### config.mk
export PLATFORM = sky130hd
export DESIGN_NAME = riot_input_conditioner
export DESIGN_NICKNAME = d
export VERILOG_FILES = /design/src/rtl/riot_input_conditioner.sv
export SDC_FILE = /design/constraint.sdc
export NUM_CORES = 1
export LEC_CHECK = 0
export ABC_AREA = 1
export BUFFER_PORTS_ARGS = -buffer_cell sky130_fd_sc_hd__buf_2
export CORE_UTILIZATION = 40
export CTS_BUF_LIST = sky130_fd_sc_hd__clkbuf_4 sky130_fd_sc_hd__clkbuf_8 sky130_fd_sc_hd__clkbuf_16
export CTS_CLUSTER_SIZE = 28
export DETAILED_ROUTE_END_ITERATION = 10
export HOLD_SLACK_MARGIN = 0.02
export SYNTH_ARGS = -nofsm -noshare
export SYNTH_HDL_FRONTEND = slang
export SYNTH_SLANG_ARGS = --single-unit
### constraint.sdc
create_clock -name clk -period 1.6 [get_ports clk]
set_input_delay 0.16 -clock clk [delete_from_list [all_inputs] [get_ports clk]]
set_output_delay 0.16 -clock clk [all_outputs]
set_load 0.1 [all_outputs]
### src/rtl/riot_input_conditioner.sv
// riot_input_conditioner
// Conditions raw controller and console-switch inputs for the M6532 RIOT
// port-A/port-B input buses and the TIA paddle-button/fire lines.
//   - per-bit debounce (DEBOUNCE_CYCLES ce ticks, 0 = single register stage)
//   - minimum-width stretch of reset/select/pause taps (HOLD_CYCLES ce ticks)
//   - fire-button routing by the 7800 one-/two-button mode read from PB_out
// Optional feature macro: RIOT_INPUT_SOCD_EN
//   defined   -> opposing directions held together are reported released
//   undefined -> directions pass through unmodified
// All state advances only on clk with ce high; res_n is asynchronous active-low.

module riot_input_conditioner #(
  parameter int DEBOUNCE_CYCLES = 4,
  parameter int HOLD_CYCLES     = 16
) (
  input  logic       clk,
  input  logic       res_n,
  input  logic       ce,
  input  logic [3:0] joy0,
  input  logic [3:0] joy1,
  input  logic [1:0] btn0,
  input  logic [1:0] btn1,
  input  logic       sw_reset,
  input  logic       sw_select,
  input  logic       sw_pause,
  input  logic       diff_l,
  input  logic       diff_r,
  input  logic [7:0] pb_out,
  output logic [7:0] pa_in,
  output logic [7:0] pb_in,
  output logic [3:0] inpt,
  output logic [1:0] fire_n
);

  localparam int          NB     = 17;
  localparam logic [15:0] HOLD16 = 16'(HOLD_CYCLES);

  // Bit map of the conditioned vector:
  //   [3:0] joy0 {R,L,D,U}   [7:4] joy1 {R,L,D,U}
  //   [9:8] btn0 {left,right} [11:10] btn1 {left,right}
  //   [12] reset [13] select [14] pause [15] diff_l [16] diff_r
  logic [NB-1:0] w_raw;
  logic [NB-1:0] w_stable_nxt;
  logic [NB-1:0] r_stable;

  assign w_raw = {diff_r, diff_l, sw_pause, sw_select, sw_reset,
                  btn1, btn0, joy1, joy0};

  // Only PB_out bits 2 and 4 carry the button-mode flags.
  logic w_unused;
  assign w_unused = &{1'b0, pb_out[7:5], pb_out[3], pb_out[1:0]};

  if (DEBOUNCE_CYCLES == 0) begin : g_bypass
    // Bypass: the stable register itself is the single input stage.
    assign w_stable_nxt = w_raw;
  end else begin : g_debounce
    localparam logic [15:0] DB_LAST = 16'(DEBOUNCE_CYCLES - 1);
    logic [NB-1:0] r_in;

    // Input register stage ahead of the debounce counters.
    always_ff @(posedge clk or negedge res_n) begin
      if (!res_n)  r_in <= '0;
      else if (ce) r_in <= w_raw;
    end

    for (genvar i = 0; i < NB; i++) begin : g_bit
      logic [15:0] r_cnt;
      logic        w_accept;

      // The tick that would bring the counter to DEBOUNCE_CYCLES accepts raw.
      assign w_accept        = (r_in[i] != r_stable[i]) && (r_cnt == DB_LAST);
      assign w_stable_nxt[i] = w_accept ? r_in[i] : r_stable[i];

      // Count consecutive ticks of disagreement; clear on agreement or accept.
      always_ff @(posedge clk or negedge res_n) begin
        if (!res_n) begin
          r_cnt <= '0;
        end else if (ce) begin
          if ((r_in[i] == r_stable[i]) || w_accept) r_cnt <= '0;
          else                                      r_cnt <= r_cnt + 16'd1;
        end
      end
    end
  end

  // Debounced stable levels.
  always_ff @(posedge clk or negedge res_n) begin
    if (!res_n)  r_stable <= '0;
    else if (ce) r_stable <= w_stable_nxt;
  end

  // Console switch stretch: effective = stable | (hold counter running).
  logic [2:0] w_sw_eff;

  for (genvar k = 0; k < 3; k++) begin : g_hold
    logic [15:0] r_hold;
    logic        w_rise;

    assign w_rise      = w_stable_nxt[12+k] & ~r_stable[12+k];
    assign w_sw_eff[k] = r_stable[12+k] | (r_hold != 16'd0);

    // Load on a stable rising edge (also on re-press), else count down to 0.
    always_ff @(posedge clk or negedge res_n) begin
      if (!res_n) begin
        r_hold <= '0;
      end else if (ce) begin
        if (w_rise)                r_hold <= HOLD16;
        else if (r_hold != 16'd0)  r_hold <= r_hold - 16'd1;
      end
    end
  end

  // Per-player opposing-direction cleanup on {R,L,D,U}.
  function automatic logic [3:0] socd_clean(input logic [3:0] d);
    logic [3:0] c;
    c = d;
`ifdef RIOT_INPUT_SOCD_EN
    if (d[3] && d[2]) c[3:2] = 2'b00;
    if (d[1] && d[0]) c[1:0] = 2'b00;
`endif
    return c;
  endfunction

  logic [3:0] w_dir0;
  logic [3:0] w_dir1;
  logic [7:0] w_pa_nxt;
  logic [7:0] w_pb_nxt;
  logic [3:0] w_inpt_nxt;
  logic [1:0] w_fire_nxt;

  assign w_dir0 = socd_clean(r_stable[3:0]);
  assign w_dir1 = socd_clean(r_stable[7:4]);

  // Next values of the port buses and the TIA button lines.
  always_comb begin
    w_pa_nxt   = ~{w_dir0, w_dir1};
    w_pb_nxt   = {~r_stable[16], ~r_stable[15], 1'b1, pb_out[4],
                  ~w_sw_eff[2], pb_out[2], ~w_sw_eff[1], ~w_sw_eff[0]};
    w_inpt_nxt = 4'b0000;
    w_fire_nxt = 2'b11;
    // Player 0: mode bit pb_out[2], 1 = one-button.
    if (pb_out[2]) begin
      w_fire_nxt[0] = ~(r_stable[9] | r_stable[8]);
    end else begin
      w_inpt_nxt[0] = r_stable[8];
      w_inpt_nxt[1] = r_stable[9];
    end
    // Player 1: mode bit pb_out[4], 1 = one-button.
    if (pb_out[4]) begin
      w_fire_nxt[1] = ~(r_stable[11] | r_stable[10]);
    end else begin
      w_inpt_nxt[2] = r_stable[10];
      w_inpt_nxt[3] = r_stable[11];
    end
  end

  // Registered outputs; reset drives the released/idle levels immediately.
  always_ff @(posedge clk or negedge res_n) begin
    if (!res_n) begin
      pa_in  <= 8'hFF;
      pb_in  <= 8'hFF;
      inpt   <= 4'b0000;
      fire_n <= 2'b11;
    end else if (ce) begin
      pa_in  <= w_pa_nxt;
      pb_in  <= w_pb_nxt;
      inpt   <= w_inpt_nxt;
      fire_n <= w_fire_nxt;
    end
  end

endmodule

# Word-level counts from Yosys, hierarchy flattened
# Cells that the tools add are included.
dict set report op_classes {
  n_addsub 20
  eq_ne 51
  n_mux 30
  bitwise_logic 19
  n_reduce_logical 57
}
# cell n
set op_table {}
lappend op_table {{16-bit 2-to-1 mux} 23}
lappend op_table {{16-bit by 1-bit adder with 16-bit output, second input constant} 17}
lappend op_table {{16-bit by 2-bit == test with 1-bit output, second input constant} 17}
lappend op_table {{16-bit nonzero test} 3}
lappend op_table {{16-bit by 1-bit subtractor with 16-bit output, second input constant} 3}
lappend op_table {{2-bit AND reduction} 17}
lappend op_table {{1-bit == test} 17}
lappend op_table {{1-bit logical AND} 17}
lappend op_table {{1-bit logical OR} 17}
lappend op_table {{1-bit inequality test} 17}
lappend op_table {{1-bit NOT} 10}
lappend op_table {{8-bit NOT} 1}
lappend op_table {{2-bit nonzero test} 3}
lappend op_table {{1-bit 2-to-1 mux} 5}
lappend op_table {{1-bit bitwise OR} 5}
lappend op_table {{2-bit 2-to-1 mux} 2}
lappend op_table {{1-bit AND} 3}
dict set report totals {
  ff_bits 375
  in_bits 28
  out_inout_bits 22
  elab_cells 217
}

# Longest topological paths before layout
dict set report logic_depth {
  depth_word 6
  mapped_depth 11
  depth_no_buf 10
}

# Worst setup path after synthesis
# OpenSTA, ideal clock, no wires.
dict set report synth_timing {
  kind {register -> register}
  start {register g_hold[0].r_hold[0]}
  end {register g_hold[0].r_hold[6]}
  setup_ns 0.127
  t_arrival_ns 1.433
  t_required_ns 1.473
  path_slack_ns 0.041
  stages_incl_launch_ff 9
  path_buffers 1
  period_less_slack_ns 1.559
  cell_sequence {dfrtp_1 inv_1 ha_1 nand3_2 nor3_2 nand2_1 nand2_2 buf_6 o21ai_0}
}
dict set report synth_between {
  elab_chain_cells 3
  word_cells_on_any_way 6
  classes_between {add/sub (1); mux (2); reduce/logical (3)}
}
# element line_no
set synth_rtl {}
lappend synth_rtl {{from (decl)} 96} ;# logic [15:0] r_hold;
lappend synth_rtl {{from (signal assigned)} 108} ;# else if (r_hold != 16'd0) r_hold <= r_hold - 16'd1;
lappend synth_rtl {{16-bit by 1-bit subtractor with 16-bit output or 16-bit nonzero test (tied branches)} 108}
lappend synth_rtl {{16-bit 2-to-1 mux or 2-bit nonzero test (tied branches)} n/a}
lappend synth_rtl {{16-bit 2-to-1 mux or 2-bit AND reduction (tied branches)} n/a}
# Several ways; a longest one is shown, not always the timed one. The select of a mux whose other input is x is not followed.
# A chain may end at the register's enable or synchronous reset.

# Final worst setup path
dict set report layout_timing {
  start {register pb_in[1]}
  end {output port pb_in[1]}
}
# element line_no
set layout_rtl {}
lappend layout_rtl {{from (decl)} 30} ;# output logic [7:0] pb_in,
lappend layout_rtl {{from (signal assigned)} 166} ;# pb_in <= w_pb_nxt;
# No word-level cell between the ends.

==> results.md <==
- Seq cells post-synth: 375
- Vias/cell: 4.842
- Startpoint Class: flip-flop
- RSZ-0062 raised after global routing: yes
- Critical path's top delay family: flip-flops
- CTS tree: yes
- Synth-to-Final Area Change: 23.15%
- Pins Over Slew Limit: 0
- Crit end category: output port
- First-pass GRT wire length: 84320 µm
- Sequential share of the synthesized area: 0.4415
- Die Wd: 232.8 µm
- Initial core utilization: 0.4054
- CTS root buffer: clkbuf_16
- Yosys warnings: 0
- Hold Vio Cnt, Final: 0
- Drt first pass iters: 7
- Final TNS setup: 0 ns
- Largest net degree at the start of global routing: 64
- Detail Placement HPWL: 35170 µm
- Period utilization: 0.9657
- Status: complete, no violations
- Worst Path Required: 1.44 ns
- Power per Cell Area: 1325 mW/mm²
- CP max stage delay: 0.57 ns
- ANT cells: 0
- CTS sink cnt: 375
- Die area: 0.05419 mm²
- Number of library cell types mapped by synthesis: 44
- Ports: 50
- Initial antenna violation count: 0
- Final Skew: 0.02769 ns
- Worst VDD drop: 0.001255 V
- Layout net count: 3330
- # Max-Cap Violations: 0
- Async S/R FF share, synth: 1.000
- Post-Syn Area: 0.02130 mm²
- DR iter-0 viols: 1073
- Mean post-synth cell area: 7.019 µm²
- Fill cells: 5115
- Die Height: 232.8 µm
- CP arrival: 1.39 ns
- Worst-path clk slew: 0.06 ns
- WL final: 49320 µm
- Fin util: 0.4993
- # H-tree levels: 2
- Final setup vio count: 0
- Slowest cell on crit path: dfstp_2
- Clk_lat worst skew: 0.59 ns
- Mapped Cells: 3035
- Wire per inst: 12.31 µm
- Top_reg_cell synth: dfrtp_1
- Crit path max fanout: 2
- FF+latch area: 0.009415 mm²
- P_leak: 0.01275 µW
- Rows: 84
- CTS buffer count: 45
- Clock Tree Buf Depth: 3
- Worst path cell trace: buf_6
- Tot GR Track Use: 0.1842
- Bufs and invs on worst path: 1
- Vias in the first global route: 18640
- Layout cells sized above 1: 0.1503
- Tightest Hold Check Type: in -> async
- Multi-input gate area: 0.01061 mm²
- GPL Wtd Cong: 0.8904
- Worst Setup Path Type: reg -> out
- Number of synthesized flops with an enable pin: 0
- Syn Nets: 3083
- Post-DRT Antenna Nets: 0
- Flop2flop setup slack: 0.05 ns
- Core area: 0.05255 mm²
- Peak Freq: 647.2 MHz
- Grt ovf: 0
- Tmin final: 1.545 ns
- Port Buffers: 42
- Via count: 19400
- # DRC: 0
==> registers in the layout, summed over array words and instances (netlist names) <==
| signal | cells |
|---|---|
| g_hold.r_hold | 48 |
| inpt | 4 |
| fire_n | 2 |
| g_debounce.g_bit.r_cnt | 272 |
| g_debounce.r_in | 17 |
| pb_in | 7 |
| r_stable | 17 |
| pa_in | 8 |
==> Yosys cell counts (9+ instances only) <==
cell type | instances | area, µm²
nand3b_1 | 20 | 150.1
and3_1 | 11 | 68.82
nand4_1 | 89 | 556.8
ha_1 | 20 | 250.2
xor2_1 | 50 | 437.9
nand3_1 | 210 | 1051
clkbuf_1 | 12 | 45.04
a21oi_1 | 52 | 260.3
nand2_1 | 837 | 3142
o21bai_1 | 17 | 127.6
inv_1 | 387 | 1453
buf_2 | 29 | 145.1
xnor2_1 | 23 | 201.4
nor2_1 | 607 | 2278
nor3_1 | 59 | 295.3
nor2_2 | 11 | 68.82
dfrtp_1 | 358 | 8959
buf_6 | 9 | 101.4
nor3_2 | 9 | 90.09
dfstp_2 | 17 | 446.7
o21ai_0 | 160 | 800.8
==> power breakdown <==
group / switching [µW] / internal (µW)
Sequential: 1380 / 11000
Clock: 4230 / 7240
Combinational: 6780 / 4090
Total: 12400 / 22400
==> metrics by stage <==
| stage | cell area (µm²) | setup slack (ns) | power, µW | hold WS [ns] | instances |
|---|---|---|---|---|---|
| 2_1_floorplan | 21300 | 0.04083 | 19320 | -0.1356 | 3035 |
| 3_3_place_gp | 23620 | -0.04098 | 22350 | 0.07127 | 3889 |
| 3_5_place_dp | 23620 | -0.04210 | 22570 | 0.07635 | 3889 |
| 4_1_cts | 25670 | 0.001834 | 34570 | 0.02668 | 3995 |
| 5_1_grt | 26240 | -0.05383 | 37210 | 0.06106 | 4007 |
| 6_report | 26240 | 0.05492 | 34760 | 0.05031 | 4007 |
==> timing repair <==
item                       in CTS  in global routing
hold endpoints to repair      391                  0
pin swaps                       6                 27
gates cloned                    1                  3
setup endpoints to repair      70                226
resized for setup              39                147
hold buffers                   21                  0
setup buffers                   0                  9
==> cells in the final DEF (no fill, tap or decap), drive strengths merged, types with 4 or more instances in the layout <==
| cell type | count |
|---|---|
| nand3 | 214 |
| dlygate4sd3 | 21 |
| dfrtp | 358 |
| nand3b | 20 |
| inv | 389 |
| o21bai | 17 |
| nand4 | 89 |
| o21ai | 165 |
| ha | 20 |
| and3 | 11 |
| nor3 | 71 |
| a21oi | 53 |
| nor2 | 620 |
| clkinvlp | 7 |
| xnor2 | 23 |
| clkbuf | 65 |
| xor2 | 50 |
| dfstp | 17 |
| or2 | 4 |
| clkinv | 6 |
| a31oi | 5 |
| bufinv | 8 |
| buf | 229 |
| nand2 | 846 |
==> logic make-up after synthesis <==
family	after synthesis	share of synthesized area
adders and majority gates	20	0.01175
other	1	0.0001760
and+or+nand+nor	1876	0.3713
buffers and inverters	443	0.08392
xor gates and xnor gates	73	0.03001
AOI/OAI and AO/OA	247	0.06137
DFF	375	0.4415
==> layout make-up <==
class,count,share of cell area
Inverter,389,0.05584
Tap cell,688,0.03281
Clock inverter,21,0.01288
Sequential cell,375,0.3589
Clock buffer,63,0.05179
Multi-Input combinational cell,2219,0.4045
Timing Repair Buffer,252,0.08327
==> path summary, 6_finish.rpt <==
kind / to / depth (start not counted) / startpoint
setup / recovery: pb_in[1] / 1 / pb_in[1]
hold / removal: g_debounce.g_bit[14].r_cnt[6] / 2 / res_n
setup reg to reg: g_hold[1].r_hold[15] / 11 / g_debounce.g_bit[13].r_cnt[1]
hold reg to reg: pb_in[4] / 2 / pb_in[4]
max in group asynchronous: pb_in[7] / 3 / res_n
min in group clk: fire_n[0] / 3 / pb_out[2]
==> metal layers <==
| layer | vias to the layer above | wire length (µm) | track usage |
|---|---|---|---|
| met5 | - | 0 | 0 |
| met4 | 0 | 1196 | 0.05249 |
| met3 | 85 | 1613 | 0.03064 |
| met2 | 226 | 23200 | 0.3142 |
| met1 | 9023 | 23310 | 0.2394 |
| li1 | 10070 | - | - |
No activity file was read; power rests on OpenSTA's default activity.
